`src/rtl/mem_arbiter.sv`:
```
// mem_arbiter: shares one 256x8 RAM port between the CPU and a loader/debug master.
// Define ARB_STARVE_GUARD_EN to cap each loader tenure at 8 accesses.
module mem_arbiter (
    input  logic       clk,
    input  logic       reset_n,
    input  logic [7:0] cpu_addr,
    input  logic [7:0] cpu_wdata,
    input  logic       cpu_we,
    output logic [7:0] cpu_rdata,
    output logic       cpu_stall,
    input  logic       ldr_req,
    input  logic [7:0] ldr_addr,
    input  logic [7:0] ldr_wdata,
    input  logic       ldr_we,
    output logic       ldr_gnt,
    output logic [7:0] ldr_rdata,
    output logic       ldr_valid,
    output logic [7:0] ram_addr,
    output logic [7:0] ram_wdata,
    output logic       ram_we,
    input  logic [7:0] ram_rdata
);
    typedef enum logic [1:0] {CPU_OWN, DRAIN, LDR_OWN, HANDBACK} state_t;

    state_t     r_state;
    state_t     w_state_nxt;
    logic       w_access;
    logic       w_burst_done;
    logic       w_ram_we;
    logic       r_ldr_valid;
    logic [7:0] r_ldr_rdata;

    assign w_access = (r_state == LDR_OWN) && ldr_req;

`ifdef ARB_STARVE_GUARD_EN
    logic [3:0] r_burst;

    always_ff @(posedge clk or negedge reset_n) begin
        if (!reset_n)
            r_burst <= '0;
        else if (r_state == DRAIN)
            r_burst <= '0;
        else if (w_access)
            r_burst <= r_burst + 4'd1;
    end

    // seven accesses already done, so the current access edge is the 8th
    assign w_burst_done = (r_burst == 4'd7);
`else
    assign w_burst_done = 1'b0;
`endif

    always_ff @(posedge clk or negedge reset_n) begin
        if (!reset_n)
            r_state <= CPU_OWN;
        else
            r_state <= w_state_nxt;
    end

    always_comb begin
        w_state_nxt = r_state;
        cpu_stall   = 1'b1;
        ldr_gnt     = 1'b0;
        ram_addr    = cpu_addr;
        ram_wdata   = cpu_wdata;
        w_ram_we    = 1'b0;
        case (r_state)
            CPU_OWN: begin
                cpu_stall = 1'b0;
                w_ram_we  = cpu_we;
                if (ldr_req)
                    w_state_nxt = DRAIN;
            end
            DRAIN: w_state_nxt = LDR_OWN;
            LDR_OWN: begin
                ldr_gnt   = 1'b1;
                ram_addr  = ldr_addr;
                ram_wdata = ldr_wdata;
                w_ram_we  = ldr_we & ldr_req;
                if (!ldr_req || w_burst_done)
                    w_state_nxt = HANDBACK;
            end
            HANDBACK: w_state_nxt = CPU_OWN;
            default:  w_state_nxt = CPU_OWN;
        endcase
    end

    // no RAM write may escape while reset is held, whoever the requester is
    assign ram_we    = w_ram_we & reset_n;
    assign cpu_rdata = ram_rdata;

    always_ff @(posedge clk or negedge reset_n) begin
        if (!reset_n) begin
            r_ldr_valid <= 1'b0;
            r_ldr_rdata <= '0;
        end else begin
            r_ldr_valid <= w_access & ~ldr_we;
            if (w_access && !ldr_we)
                r_ldr_rdata <= ram_rdata;
        end
    end

    assign ldr_valid = r_ldr_valid;
    assign ldr_rdata = r_ldr_rdata;
endmodule
```
`config.mk`:
```
export PLATFORM = sky130hd
export DESIGN_NAME = mem_arbiter
export DESIGN_NICKNAME = d
export VERILOG_FILES = /design/src/rtl/mem_arbiter.sv
export SDC_FILE = /design/constraint.sdc
export NUM_CORES = 1
export LEC_CHECK = 0
export CAP_MARGIN = 20
export CORE_UTILIZATION = 30
export CTS_CLUSTER_SIZE = 14
export DETAILED_ROUTE_END_ITERATION = 10
export HOLD_SLACK_MARGIN = 0.03
export PLACE_DENSITY = 0.85
export REMOVE_ABC_BUFFERS = 1
export SYNTH_ARGS = -nofsm -noshare
export SYNTH_HDL_FRONTEND = slang
export SYNTH_SLANG_ARGS = --single-unit
```
`constraint.sdc`:
```
create_clock -name clk -period 3.24 [get_ports clk]
set_clock_uncertainty 0.15 [all_clocks]
set_input_delay 0.648 -clock clk [delete_from_list [all_inputs] [get_ports clk]]
set_output_delay 0.648 -clock clk [all_outputs]
set_load 0.01 [all_outputs]
```
==> impl_metrics.ini <==
[status]
status = completed

[power]
internal_power_w = 0.0007060
ir_worst_vdd_uv = 420.9
cellPowerDensity_nw_per_um2 = 673.5
p_seq_share_pct = 22.7
power_switching_w = 0.0003491
leakagePower_nw = 0.6541
clockPowerShare_pct = 8.7
pwr-share-comb_pct = 68.6
p_sw_share_pct = 33.08

[floorplan]
die-area_sq_um = 2720
die_x_microns = 52.15
chipHeight_microns = 52.15
initial_core_util_pct = 32.84
rows = 17
core-area_sq_um = 2297
ioPinCount = 81

[critical_path]
cp.arrival_ps = 2050
crit_required_ps = 2440
cp_slowest_stage_delay_ps = 560
path_delay_family = buffers and inverters
r2r-start = r_state[0]
worst-r2r-setup-slack_ps = 1640
cp_common_cell = clkdlybuf4s50_1
r2r-end = ldr_rdata[1]
path_cells = clkdlybuf4s50_1, a31oi_1, o22ai_1, clkdlybuf4s50_1
reg2reg_depth = 4
path_buf_inv = 2
startpoint_type = primary input
startpoint = ldr_req
end_kind = output port
worstSetupPathDepth = 4
cp_max_fo = 4
critPathCapture = ram_we
critical_path.slowest_cell = clkdlybuf4s50_1
path_class = primary input to output port

[cts]
cts_htree_levels = 1
numCtsBuffers = 3
cts_resized = 0
clock-sinks = 11
cts_hold_buffers = 0
path_clk_slew_ps = 70
clk_path_buf_depth = 2
cts_setup_buffers = 0
cts_tree = yes
cts-root-buf = clkbuf_4
clk_latency_ps = 260

[cells_and_area]
area_growth_pct = 107.6
multiInputGateArea_sq_um = 391.6
diodes = 0
fillCellCount = 189
fin_nets = 190
layout_common_cells = clkdlybuf4s50_1 (80), mux2_2 (25), dfrtp_1 (11), inv_1 (4), ha_1 (4)
mostFrequentLayoutCell = clkdlybuf4s50_1
final-seq-area_sq_um = 275.3
final_util_pct = 68.19
drive_above_1_share_pct = 22.86

[drt]
drt_wl_total_mm = 2.359
vias = 766
remaining_drc_errors = 0
first_iter_violations = 5
drt_first_pass_iters = 4
vias_per_cell = 4.560
wl_per_cell_microns = 14.04
postRouteAntennaNets = 0

[timing]
slew_viol_final = 0
setup_tns_ps = 0
fmax_mhz = 351.4
min_period_over_period_pct = 87.84
grt_setup_unrepaired = false
tightest_slew_ps = 281.0
min_period_ps = 2846
hold_slack_ps = 361.5
slew_headroom_pct = 80.73
hold_viol_final = 0
setup_violations = 0

[placement]
gp_congestion = 0.6745
numPortBuffers = 80
place_hpwl_mm = 2.033

[yosys]
ys_ff_latch = 11
synth_cell_types = 13
synth_area_per_cell_sq_um = 11.98
synth_top_cell_area_share_pct = 37.31
syn_area_sq_um = 754.5
synth_top_cell_by_area = mux2_2
synth_area_leaders = mux2_2 (37%), dfrtp_1 (36%), buf_4 (9.0%)
syn_inst = 63
yosysWarnings = 0
yosysSeqAreaShare_pct = 36.48

[global_routing]
antenna_found_initial = 0
track_usage_pct = 18.33
grt_pass1_vias = 808
grt_max_degree = 12
gr-total-overflow = 0
grt_first_pass_wirelength_mm = 3.643

[min_path]
hp-class = flip-flop to flip-flop
whs_path_depth = 1

[job]
maxCapViolCount = 0
## layer usage
| metal | track usage, % | vias up | wire length [microns] | share of wire, % |
|---|---|---|---|---|
| met5 | 0 | - | 0 | 0 |
| met4 | 1.316 | 0 | 0 | 0 |
| met3 | 4.678 | 0 | 96 | 4.1 |
| met2 | 38.25 | 28 | 1384 | 59 |
| met1 | 18.31 | 374 | 878 | 37 |
| li1 | - | 364 | - | - |
## final cells by class
type                            count  share of cell area, %
Tap cell                           28                  2.236
Multi-Input combinational cell     38                  25.00
Clock buffer                        4                  1.677
Inverter                            4                 0.9585
Timing Repair Buffer               83                  52.56
Sequential cell                    11                  17.57
## logic make-up after synthesis
kind of cell	share of synthesized area (%)
fa+ha+maj	6.634
simple gates	3.648
compound gates	1.659
mux	39.97
buf+inv	11.61
flops	36.48
## worst register-to-register path, cell delays in order, from the launching register on
cell and delay [ps]:
dfrtp_1 360, inv_1 140, ha_1 260, nand3b_2 230, mux2_2 340
## power groups by stage
stage	Clock (W)	Combinational, W	Sequential [W]
2_1_floorplan	0	0.000310	0.000262
3_3_place_gp	0	0.000713	0.000237
3_5_place_dp	0	0.000728	0.000242
4_1_cts	0.0000947	0.000734	0.000240
5_1_grt	0.000102	0.000772	0.000248
6_report	0.0000920	0.000724	0.000239
## how the worst min path moves through the flow
stage / endpoint / start / slack [ps]
finish: ldr_rdata[6] / ldr_rdata[6] / 360
global placement: ldr_rdata[1] / ldr_rdata[1] / 340
detailed placement: ldr_rdata[6] / ldr_rdata[6] / 350
global route: ldr_rdata[4] / ldr_rdata[4] / 390
CTS: ldr_rdata[6] / ldr_rdata[6] / 370
floorplan: ldr_rdata[0] / reset_n / 200
## state kept, by name (all words and copies together), names as in the netlist
signal,flops
ldr_rdata,8
ldr_valid,1
r_state,2
## cells in the mapped netlist
cell and count:
ha_1 4, nand2_1 2, dfrtp_1 11, inv_1 4, buf_4 9, mux2i_1 2, nand3b_2 1, nor2_1 1
mux2_2 25, buf_2 1, o22ai_1 1, a31oi_1 1, nand3_1 1
## per-stage QoR
step / cells / area [sq um] / power, W / setup WS [ps]
after floorplan: 53 / 681.9 / 0.0005722 / 959.7
after global placement: 164 / 1540 / 0.0009503 / 436.5
after detailed placement: 164 / 1540 / 0.0009700 / 392.0
after CTS: 168 / 1567 / 0.001068 / 386.2
after global routing: 168 / 1567 / 0.001122 / 332.2
final: 168 / 1567 / 0.001055 / 394.0
(Power assumes the default switching activity.)
